$ cat src/rtl/bitserial_adder.sv
// Bit-serial ripple adder: one full-adder slice processes one bit per clock,
// LSB first, so a WIDTH-bit addition takes WIDTH cycles in RUN followed by a
// single DONE cycle that presents the registered result.
module bitserial_adder #(
  parameter int WIDTH = 8
) (
  input  logic             clk,
  input  logic             rst_n,
  input  logic             start,
  input  logic [WIDTH-1:0] a,
  input  logic [WIDTH-1:0] b,
  input  logic             cin,
  output logic             busy,
  output logic             done,
  output logic [WIDTH-1:0] sum,
  output logic             cout
);

  // Bit counter only needs to reach WIDTH-1; the last RUN edge is detected
  // by comparison rather than by overflow.
  localparam int                CNT_W = (WIDTH <= 2) ? 1 : $clog2(WIDTH);
  localparam logic [CNT_W-1:0]  LAST  = CNT_W'(WIDTH - 1);

  typedef enum logic [1:0] {
    IDLE = 2'd0,
    RUN  = 2'd1,
    DONE = 2'd2
  } state_t;

  // Single full-adder slice: returns {carry_out, sum_bit}.
  function automatic logic [1:0] full_add(input logic x, input logic y, input logic c);
    logic s;
    logic co;
    s  = x ^ y ^ c;
    co = (x & y) | (x & c) | (y & c);
    return {co, s};
  endfunction

  state_t             state_q,  state_d;
  logic [WIDTH-1:0]   a_sh_q,   a_sh_d;
  logic [WIDTH-1:0]   b_sh_q,   b_sh_d;
  logic [WIDTH-1:0]   sum_sh_q, sum_sh_d;
  logic               carry_q,  carry_d;
  logic [CNT_W-1:0]   cnt_q,    cnt_d;
  logic [WIDTH-1:0]   sum_q,    sum_d;
  logic               cout_q,   cout_d;

  logic [1:0]         slice;

  // Next-state and datapath update; every register holds unless its state acts on it.
  always_comb begin
    state_d  = state_q;
    a_sh_d   = a_sh_q;
    b_sh_d   = b_sh_q;
    sum_sh_d = sum_sh_q;
    carry_d  = carry_q;
    cnt_d    = cnt_q;
    sum_d    = sum_q;
    cout_d   = cout_q;
    slice    = full_add(a_sh_q[0], b_sh_q[0], carry_q);

    case (state_q)
      IDLE: begin
        // Operands are captured only here, so start is ignored elsewhere.
        if (start) begin
          a_sh_d   = a;
          b_sh_d   = b;
          carry_d  = cin;
          cnt_d    = '0;
          sum_sh_d = '0;
          state_d  = RUN;
        end
      end

      RUN: begin
        a_sh_d   = {1'b0, a_sh_q[WIDTH-1:1]};
        b_sh_d   = {1'b0, b_sh_q[WIDTH-1:1]};
        sum_sh_d = {slice[0], sum_sh_q[WIDTH-1:1]};
        carry_d  = slice[1];
        cnt_d    = cnt_q + 1'b1;
        // On the final bit the freshly shifted sum and the final carry are
        // committed straight to the output registers, so sum/cout change
        // only at this edge and stay put until the next operation ends.
        if (cnt_q == LAST) begin
          sum_d   = {slice[0], sum_sh_q[WIDTH-1:1]};
          cout_d  = slice[1];
          state_d = DONE;
        end
      end

      DONE: begin
        state_d = IDLE;
      end

      default: begin
        state_d = IDLE;
      end
    endcase
  end

  // State and datapath registers; reset clears everything so an aborted
  // operation leaves a zero result behind.
  always_ff @(posedge clk or negedge rst_n) begin
    if (!rst_n) begin
      state_q  <= IDLE;
      a_sh_q   <= '0;
      b_sh_q   <= '0;
      sum_sh_q <= '0;
      carry_q  <= 1'b0;
      cnt_q    <= '0;
      sum_q    <= '0;
      cout_q   <= 1'b0;
    end else begin
      state_q  <= state_d;
      a_sh_q   <= a_sh_d;
      b_sh_q   <= b_sh_d;
      sum_sh_q <= sum_sh_d;
      carry_q  <= carry_d;
      cnt_q    <= cnt_d;
      sum_q    <= sum_d;
      cout_q   <= cout_d;
    end
  end

  // Status flags decode the registered state only; start never reaches them.
  assign busy = (state_q == RUN);
  assign done = (state_q == DONE);
  assign sum  = sum_q;
  assign cout = cout_q;

endmodule
$ cat config.mk
export PLATFORM = sky130hd
export DESIGN_NAME = bitserial_adder
export DESIGN_NICKNAME = d
export VERILOG_FILES = /design/src/rtl/bitserial_adder.sv
export SDC_FILE = /design/constraint.sdc
export NUM_CORES = 1
export LEC_CHECK = 0
export ABC_AREA = 1
export CAP_MARGIN = 15
export CORE_ASPECT_RATIO = 0.7
export CORE_UTILIZATION = 53
export CTS_BUF_LIST = sky130_fd_sc_hd__clkbuf_4 sky130_fd_sc_hd__clkbuf_8
export CTS_CLUSTER_DIAMETER = 100
export DETAILED_ROUTE_END_ITERATION = 8
export GPL_ROUTABILITY_DRIVEN = 0
export GPL_TIMING_DRIVEN = 0
export HOLD_SLACK_MARGIN = 0.1
export PLACE_DENSITY = 0.92
export SLEW_MARGIN = 15
export SYNTH_ARGS = -nofsm -noshare
export SYNTH_HDL_FRONTEND = slang
export SYNTH_SLANG_ARGS = --single-unit
$ cat constraint.sdc
create_clock -name clk -period 1.6 [get_ports clk]
set_input_delay 0.16 -clock clk [delete_from_list [all_inputs] [get_ports clk]]
set_output_delay 0.16 -clock clk [all_outputs]
set_load 0.02 [all_outputs]
### After elaboration in Yosys (flattened, before gate mapping)

Cells that the tools add are included.

* muxes and demuxes: 13
* reduce and logical (&&, ||, !) cells: 5
* eq/ne operators: 5
* bitwise operators: 7
* add/sub/neg operators: 1

Operators by type and width (count)
* case mux 8 bit (2 select lines): 3
* two-way mux 8 bit: 3
* case mux 3 bit (2 select lines): 1
* AND reduction 2 bit: 3
* two-way mux 2 bit: 2
* case mux 2 bit (2 select lines): 1
* adder 3 x 1 -> 3 bit, second input constant: 1
* AND 1 bit: 3
* == test 3 bit, second input constant: 1
* two-way mux 3 bit: 1
* == test 2 x 1 -> 1 bit, second input constant: 1
* == test 2 bit, second input constant: 1
* zero test 2 bit: 1
* != test 2 x 1 -> 1 bit, second input constant: 1
* != test 2 bit, second input constant: 1
* OR 1 bit: 2
* case mux 1 bit (2 select lines): 1
* nonzero test 2 bit: 1
* XOR 1 bit: 2
* two-way mux 1 bit: 1

* word-level logic and storage cells: 39
* output and inout bits: 11
* bits in registers: 39

### Depth between registers and ports, before layout

Gate-level depths: netlist (run 1).

* depth after elaboration: 4
* mapped depth: 7
* mapped depth without buffers: 6

### Worst setup path before layout (run 1)

Ideal clock, no wire load.

* kind: flip-flop to flip-flop
* start: register cnt_q[0]
* end: register cout_q (netlist: cout)
* path buffers: 1
* slack: 0.310 ns
* arrival: 1.213 ns
* period minus slack after synthesis: 1.290 ns
* cell stages (with the launch flop): 7
* setup time: 0.076 ns
* cell sequence: dfrtp_1 > ha_1 > ha_1 > nand2_2 > buf_2 > nand2_1 > o21ai_1

* cells in the longest elaborated chain, start to end: 2

Ends and longest elaborated chain
* from (decl): line 44 `logic [CNT_W-1:0] cnt_q, cnt_d;`
* from (signal assigned): line 119 `cnt_q <= cnt_d;`
* == test 3 bit: line 84 `if (cnt_q == LAST) begin`
* AND reduction 2 bit (no source line)
* to (signal assigned): line 121 `cout_q <= cout_d;`
* to (decl): line 46 `logic cout_q, cout_d;`

No other way between the ends.
A chain may end at the register's enable or synchronous reset.

### Worst setup path after layout (run 1)

* start: register state_q[1]
* end: output port busy

* cells in the longest elaborated chain, start to end: 1

Ends and longest elaborated chain
* from (decl): line 39 `state_t state_q, state_d;`
* from (signal assigned): line 114 `state_q <= state_d;`
* == test 2 x 1 -> 1 bit: line 126 `assign busy = (state_q == RUN);`
* to (decl): line 13 `output logic busy,`

No other way between the ends.

==> results of run 1 <==
-- power breakdown --
part	leakage (nW)	internal [mW]	switching [mW]
clock network	0.0472	0.346	0.337
registers	0.472	1.40	0.241
logic	0.690	0.846	1.15
-- through the flow --
| stage | hold slack (ns) | TNS, ns | std cells |
|---|---|---|---|
| 2_1_floorplan | -0.1356 | 0 | 219 |
| 3_5_place_dp | 0.1418 | -0.03236 | 297 |
| 5_1_grt | 0.4005 | 0 | 305 |
| 4_1_cts | 0.3492 | 0 | 306 |
| 3_3_place_gp | 0.4606 | -17.50 | 296 |
| 6_report | 0.3524 | 0 | 305 |
-- what timing repair did --
item / CTS / global route
resized for setup: 8 / 5
endpoints found under the hold margin: 18 / 0
setup endpoints to repair: 2 / 9
hold buffers: 1 / 0
-- critical path, cell delays in order (launching register included) --
cell,delay (ns)
dfrtp_1,0.44
nor2_4,0.17
buf_4,0.19
clkdlybuf4s15_2,0.27
-- placed cells by master, fill, tap and decap left out, types with 2 or more instances in the layout --
| cell | Yosys | layout |
|---|---|---|
| buf_2 | 5 | 2 |
| buf_4 | 1 | 4 |
| buf_6 | 3 | 3 |
| clkbuf_8 | 0 | 6 |
| clkdlybuf4s50_1 | 0 | 27 |
| dfrtp_1 | 38 | 38 |
| ha_1 | 2 | 2 |
| inv_1 | 39 | 39 |
| nand2_1 | 71 | 71 |
| nand2_8 | 2 | 2 |
| nand3_1 | 30 | 30 |
| nor2_1 | 3 | 3 |
| o21ai_1 | 17 | 17 |
-- worst max path at each step --
| stage | from | to | slack (ns) | cells past startpoint |
|---|---|---|---|---|
| floorplan | cnt_q[0] | cout | 0.31 | 6 |
| global placement | rst_n | a_sh_q[7] | -0.46 | 1 |
| detailed placement | state_q[0] | done | -0.03 | 4 |
| CTS | state_q[1] | busy | 0.03 | 3 |
| global route | state_q[1] | busy | 0.008 | 3 |
| finish | state_q[1] | busy | 0.08 | 3 |
-- sequential cells by signal, summed over array words and instances, names as in the netlist --
| signal | count |
|---|---|
| a_sh_q | 8 |
| b_sh_q | 8 |
| sum | 8 |
| sum_sh_q | 7 |
| cnt_q | 3 |
| state_q | 2 |
| carry_q | 1 |
| cout | 1 |
-- routing by layer --
layer / routed length (um) / up-vias / share of wire [%] / track usage, %
met5: 0 / - / 0 / 0
met1: 1771 / 670 / 49 / 30.33
met4: 53 / 0 / 1.5 / 9.477
met2: 1606 / 41 / 44 / 38.05
met3: 199 / 6 / 5.5 / 7.495
li1: - / 739 / - / -
-- final cells by class --
cell class                 instances  area, um2
sequential                        38      950.9
fill                             236      904.6
multi-input combinational        131      640.6
timing repair buffer              32      331.6
inverter                          41      161.4
clock buffer                       6      82.58
buffer                             8      68.82
tap                               47      58.81
clock inverter                     2      12.51
-- logic make-up after synthesis --
group,after synthesis
flip-flops,38
adder cells (fa/ha/maj),3
AND/OR/NAND/NOR,109
AO/OA/AOI/OAI,19
buffers and inverters,50
-- synthesized netlist by cell type --
library cell  number
nand2_1           71
inv_1             39
dfrtp_1           38
nand3_1           30
o21ai_1           17
buf_2              5
buf_6              3
nor2_1             3
ha_1               2
nand2_8            2
a21oi_1            1
a21oi_2            1
buf_4              1
fa_1               1
inv_4              1
inv_6              1
nand2_2            1
nand2_4            1
nor2_2             1
==> impl_metrics.csv, run 1 <==
group,metric,value,unit
layout,nNetsFinal,280,
floorplan,core,0.003212,mm2
route,wl,3630,um
worst_setup_path,cp-start-kind,"register",
job,max_cap_violations,0,
floorplan,start_util,56.49,%
hold_path,hold_class,"in2async",
synthesis,synth_cell_types,19,
floorplan,fp.dieW,71.93,um
worst_setup_path,r2r_start,"cnt_q[0]",
cts,numClockSinks,38,
cts,cts_tree,"built",
route,dr.pass1.iters,4,
synthesis,synth_fp_nets,242,
cts,cts_buffer_depth,2,
floorplan,rows,17,
layout,fin_util,71.83,%
timing,min_period,1.522,ns
status,status,"finished, final reports clean",
floorplan,die_area,0.003665,mm2
worst_setup_path,worstSetupPathType,"reg2out",
placed_design,pre_cts_slack,-0.03236,ns
layout,final_area,0.002307,mm2
placed_design,numPortBuffers,30,
timing,post-route-worst-setup-slack,0.07838,ns
timing,relSlewSlack,68.91,%
synthesis,synthMuxAreaShare,0,%
cts,numCtsBuffers,5,
worst_setup_path,reg2reg_to,"cout",
synthesis,ys_seq_area_share,52.41,%
synthesis,synth_top_area_share,52.41,%
synthesis,synth_area,0.001814,mm2
timing,setup_viol,0,
timing,worst_slew_pin_slew,0.4664,ns
synthesis,synth-simple-area-share,27.10,%
floorplan,io_pins,31,
layout,drive_gt1_share,10.85,%
worst_setup_path,cp_max_fo,10,
cts,clk_pin_slew,0.07,ns
global_route,grt_pass1_vias,1422,
power_and_ir_drop,power_density,1872,mW/mm2
worst_setup_path,cp_data_arrival_time,1.36,ns
route,drt_iter0_drc,86,
global_route,grt_pass1_wl,6396,um
placed_design,hpwl,2537,um
route,routedWlPerCell,11.90,um
global_route,overflow,0,
timing,finalCritPeriodShare,95.10,%
placed_design,placed_area,0.002196,mm2
cts,clk_latency,0.29,ns
timing,finClkSkew,0.004466,ns
route,drtAntennaViolNets,0,
worst_setup_path,required,1.44,ns
synthesis,synth_top_area_cell,"dfrtp_1",
power_and_ir_drop,p_leak,1.210,nW
synthesis,ys_warn_count,0,
global_route,antenna_found_initial,0,
route,drc_errors,0,
timing,fmax,0.6572,GHz
synthesis,ys_ff_latch,38,
cts,htree_levels,2,
timing,slew_viol_final,0,
worst_setup_path,rr_worst_depth,6,
power_and_ir_drop,power,4.320,mW
worst_setup_path,r2r_slack,0.13,ns
synthesis,synth-xor-area-share,0,%
synthesis,synth_top_family_by_area,"simple AND/OR/NAND/NOR gates",
global_route,grt_max_degree,21,
synthesis,synth.area.top_cells,"dfrtp_1 (52%), nand2_1 (15%), nand3_1 (8.3%)",
synthesis,yosys.area_share.adder,2.483,%
synthesis,avgSynthCellArea,8.284,um2
synthesis,netlist_instances,219,
floorplan,die_y,50.95,um
route,vias,1456,
cts,cts-root-buf,"clkbuf_8",
route,vias_per_cell,4.774,
cts,cts_setup_buffers,0,
timing,rsz0062_at_grt,"false",
timing,hold_violations,0,
synthesis,synth_compound_area_share,5.448,%
power_and_ir_drop,peakVddDrop,1.237,mV
layout,diodes,0,
layout,area_delta_synth_final,27.17,%
global_route,grt_usage,23.76,%
worst_setup_path,critPathCaptureType,"primary output",
Power figures use the tool's default switching activity.
==> run 2, diff against run 1 <==
CORE_UTILIZATION = 54   (was 53)
PLACE_DENSITY = 0.93   (was 0.92)
==> impl_metrics.csv, run 2 (synthesis results as in run 1) <==
group,metric,value,unit
status,status,"finished, violations left",
status,violations,"DRC",
floorplan,core,0.003169,mm2
global_route,antenna_found_initial,0,
placed_design,hpwl,2513,um
placed_design,pre_cts_slack,-0.05311,ns
layout,final_cells,297,
floorplan,start_util,57.24,%
worst_setup_path,rr_worst_depth,6,
cts,cts-root-buf,"clkbuf_8",
layout,drive_gt1_share,11.20,%
timing,slew_viol_final,0,
cts,cts_buffer_depth,2,
floorplan,fp.dieW,71.28,um
timing,relSlewSlack,72.21,%
layout,nNetsFinal,281,
route,routedWlPerCell,12.24,um
placed_design,placed_area,0.002185,mm2
timing,rsz0062_at_grt,"false",
cts,clk_pin_slew,0.07,ns
layout,layout_common_cells,"nand2_1 (71), inv_1 (39), dfrtp_1 (38), nand3_1 (30), clkdlybuf4s50_1 (27)",
cts,cts_tree,"built",
route,drtAntennaViolNets,0,
global_route,overflow,0,
power_and_ir_drop,power_density,1920,mW/mm2
global_route,grt_max_degree,24,
global_route,grt_pass1_vias,1375,
route,vias_per_cell,5.037,
worst_setup_path,cp_max_fo,10,
floorplan,rows,17,
timing,post-route-worst-setup-slack,0.07543,ns
timing,fmax,0.6559,GHz
worst_setup_path,required,1.44,ns
route,vias,1496,
worst_setup_path,r2r_slack,0.11,ns
timing,setup_tns,0,ns
timing,holdWs,0.3247,ns
worst_setup_path,critPathCaptureType,"primary output",
worst_setup_path,worstSetupPathType,"reg2out",
power_and_ir_drop,power,4.424,mW
timing,hold_violations,0,
timing,min_period,1.525,ns
power_and_ir_drop,p_leak,1.219,nW
layout,area_delta_synth_final,27.03,%
layout,diodes,0,
worst_setup_path,crit_start,"state_q[0]",
layout,fin_util,72.72,%
worst_setup_path,cp-start-kind,"register",
route,drc_errors,1,
job,max_cap_violations,0,
cts,clk_latency,0.30,ns
placed_design,numPortBuffers,30,
floorplan,io_pins,31,
route,drt_iter0_drc,107,
floorplan,die_y,50.50,um
worst_setup_path,r2r_start,"cnt_q[0]",
cts,htree_levels,2,
timing,finalCritPeriodShare,95.29,%
worst_setup_path,reg2reg_to,"cout",
cts,numCtsBuffers,5,
cts,numClockSinks,38,
floorplan,die_area,0.003599,mm2
timing,worst_slew_pin_slew,0.4169,ns
worst_setup_path,cp_data_arrival_time,1.36,ns
timing,setup_viol,0,
global_route,grt_usage,23.15,%
hold_path,hold_class,"in2async",
route,dr.pass1.iters,6,
route,wl,3636,um
layout,final_common_cell,"nand2_1",
global_route,grt_pass1_wl,6120,um
layout,final_area,0.002305,mm2
placed_design,placed_cells,288,
power_and_ir_drop,peakVddDrop,1.054,mV
timing,finClkSkew,0.004402,ns
layout,fillCellCount,230,
==> run 2: how the worst max path moves through the flow <==
stage	end	slack [ns]	cells past startpoint
after CTS	busy	0.01	3
after floorplan	cout	0.31	6
after global routing	cout	0.02	6
final	done	0.08	4
after detailed placement	done	-0.05	4
after global placement	a_sh_q[7]	-0.47	1
==> run 2: metal layers <==
layer	up-vias	share of wire [%]	global-route usage, %
met5	-	0	0
li1	739	-	-
met2	46	44	34.60
met3	5	6.0	7.831
met4	0	0.94	7.333
met1	706	49	31.99
==> run 2: layout make-up <==
class	instances	area (um2)	area share, %
Multi-Input combinational cell	131	635.6	27.58
Tap cell	38	47.55	2.063
Buffer	9	71.32	3.094
Inverter	41	161.4	7.003
Timing Repair Buffer	32	329.1	14.28
Clock buffer	5	68.82	2.986
Sequential cell	38	950.9	41.26
Clock inverter	3	40.04	1.737
==> run 2: report_power, final <==
group / switching, mW / leakage, nW / internal [mW]
sequential: 0.238 / 0.472 / 1.40
combinational: 1.14 / 0.689 / 0.840
clock: 0.348 / 0.0579 / 0.459
total: 1.73 / 1.22 / 2.69
==> run 2: what timing repair did <==
item / in CTS / in global routing
hold buffers: 1 / 0
endpoints found under the hold margin: 15 / 0
gates resized for setup: 7 / 4
setup endpoints to repair: 2 / 2
setup buffers: 0 / 0
==> run 2: worst max-delay path, stage by stage (launching register included) <==
cell and delay, ns:
dfrtp_1 0.39, buf_4 0.19, buf_2 0.20, nor2_1 0.12, buf_2 0.18
==> run 3, diff against run 2 <==
SKIP_LAST_GASP = 1   (was unset)
==> impl_metrics.csv, run 3 (synthesis results as in run 1) <==
group,metric,value,unit
worst_setup_path,critPathCaptureType,"register",
global_route,antenna_found_initial,0,
cts,cts_buffer_depth,2,
global_route,overflow,0,
layout,fillCellCount,230,
cts,cts_setup_buffers,0,
layout,layout_common_cells,"nand2_1 (71), inv_1 (39), dfrtp_1 (38), nand3_1 (30), clkdlybuf4s50_1 (27)",
layout,diodes,0,
timing,worst_slew_pin_slew,0.4173,ns
power_and_ir_drop,power,4.423,mW
route,vias,1491,
cts,cts_tree,"built",
cts,cts-root-buf,"clkbuf_8",
global_route,grt_pass1_vias,1375,
timing,slew_viol_final,0,
layout,final_common_cell,"nand2_1",
cts,htree_levels,2,
cts,clk_pin_slew,0.07,ns
power_and_ir_drop,p_leak,1.220,nW
global_route,grt_usage,23.15,%
route,drt_iter0_drc,106,
floorplan,core,0.003169,mm2
floorplan,rows,17,
placed_design,hpwl,2513,um
worst_setup_path,crit_start,"cnt_q[0]",
route,routedWlPerCell,12.22,um
cts,clk_latency,0.30,ns
layout,multi_input_area,635.6,um2
layout,register_area,950.9,um2
layout,final_cells,297,
cts,numClockSinks,38,
route,drc_errors,1,
timing,setup_viol,0,
placed_design,pre_cts_slack,-0.05311,ns
route,vias_per_cell,5.020,
layout,fin_util,72.72,%
global_route,grt_pass1_wl,6120,um
status,status,"finished, violations left",
route,dr.pass1.iters,6,
job,max_cap_violations,0,
layout,area_delta_synth_final,27.03,%
floorplan,start_util,57.24,%
timing,setup_tns,0,ns
floorplan,die_y,50.50,um
worst_setup_path,r2r_start,"cnt_q[0]",
floorplan,io_pins,31,
timing,rsz0062_at_grt,"true",
placed_design,placed_cells,288,
route,wl,3630,um
layout,final_area,0.002305,mm2
global_route,grt_max_degree,24,
worst_setup_path,cp-start-kind,"register",
placed_design,numPortBuffers,30,
hold_path,hold_class,"in2async",
power_and_ir_drop,peakVddDrop,1.054,mV
timing,post-route-worst-setup-slack,0.07213,ns
timing,finClkSkew,0.004945,ns
timing,relSlewSlack,72.18,%
worst_setup_path,cp_data_arrival_time,1.75,ns
power_and_ir_drop,power_density,1919,mW/mm2
worst_setup_path,required,1.82,ns
status,violations,"DRC",
layout,nNetsFinal,281,
timing,holdWs,0.3249,ns
floorplan,die_area,0.003599,mm2
worst_setup_path,worstSetupPathType,"reg2reg",
timing,min_period,1.528,ns
worst_setup_path,cp_max_fo,10,
route,drtAntennaViolNets,0,
cts,numCtsBuffers,5,
timing,hold_violations,0,
placed_design,placed_area,0.002185,mm2
timing,fmax,0.6545,GHz
timing,finalCritPeriodShare,95.49,%
layout,drive_gt1_share,11.20,%
floorplan,fp.dieW,71.28,um
## run 3: routing by layer
metal / global-route usage [%] / share of wire (%) / vias to the layer above
li1: - / - / 740
met1: 31.99 / 49 / 702
met2: 34.60 / 44 / 44
met3: 7.831 / 5.8 / 5
met4: 7.333 / 0.94 / 0
met5: 0 / 0 / -
## run 3: final timing paths
path,slack [ns],cells after the start,end
max in group asynchronous,0.83,3,sum[3]
max reg2reg,0.07,6,cout
min in group clk,0.41,3,a_sh_q[7]
min reg2reg,0.48,2,b_sh_q[3]
min,0.32,2,cnt_q[0]
max,0.07,6,cout
## run 3: critical path: stages, from the launching register on
cell and delay (ns):
dfrtp_1 0.40, ha_1 0.21, ha_1 0.22, nand2_2 0.19, clkbuf_4 0.25, nand2_1 0.08, o21ai_1 0.09
## run 3: power by group
| part | total (mW) | internal [mW] | switching [mW] |
|---|---|---|---|
| Sequential | 1.63 | 1.40 | 0.238 |
| Combinational | 1.98 | 0.839 | 1.14 |
| Clock | 0.806 | 0.459 | 0.347 |
| Total | 4.42 | 2.69 | 1.73 |
## run 3: layout make-up
cell class / instances / area share (%)
flip-flops and latches: 38 / 41.26
multi-input cells: 131 / 27.58
repair buffers: 32 / 14.28
inverters: 41 / 7.003
plain buffers: 9 / 3.094
clock buffers: 5 / 2.986
well taps: 38 / 2.063
clock inverters: 3 / 1.737
## run 3: timing repair
item | 4_1_cts | 5_1_grt
gates resized for setup | 7 | 3
endpoints found under the setup margin | 2 | 2
hold endpoints to repair | 15 | 0
gates cloned | 0 | 0
pin swaps | 0 | 0
hold buffers | 1 | 0
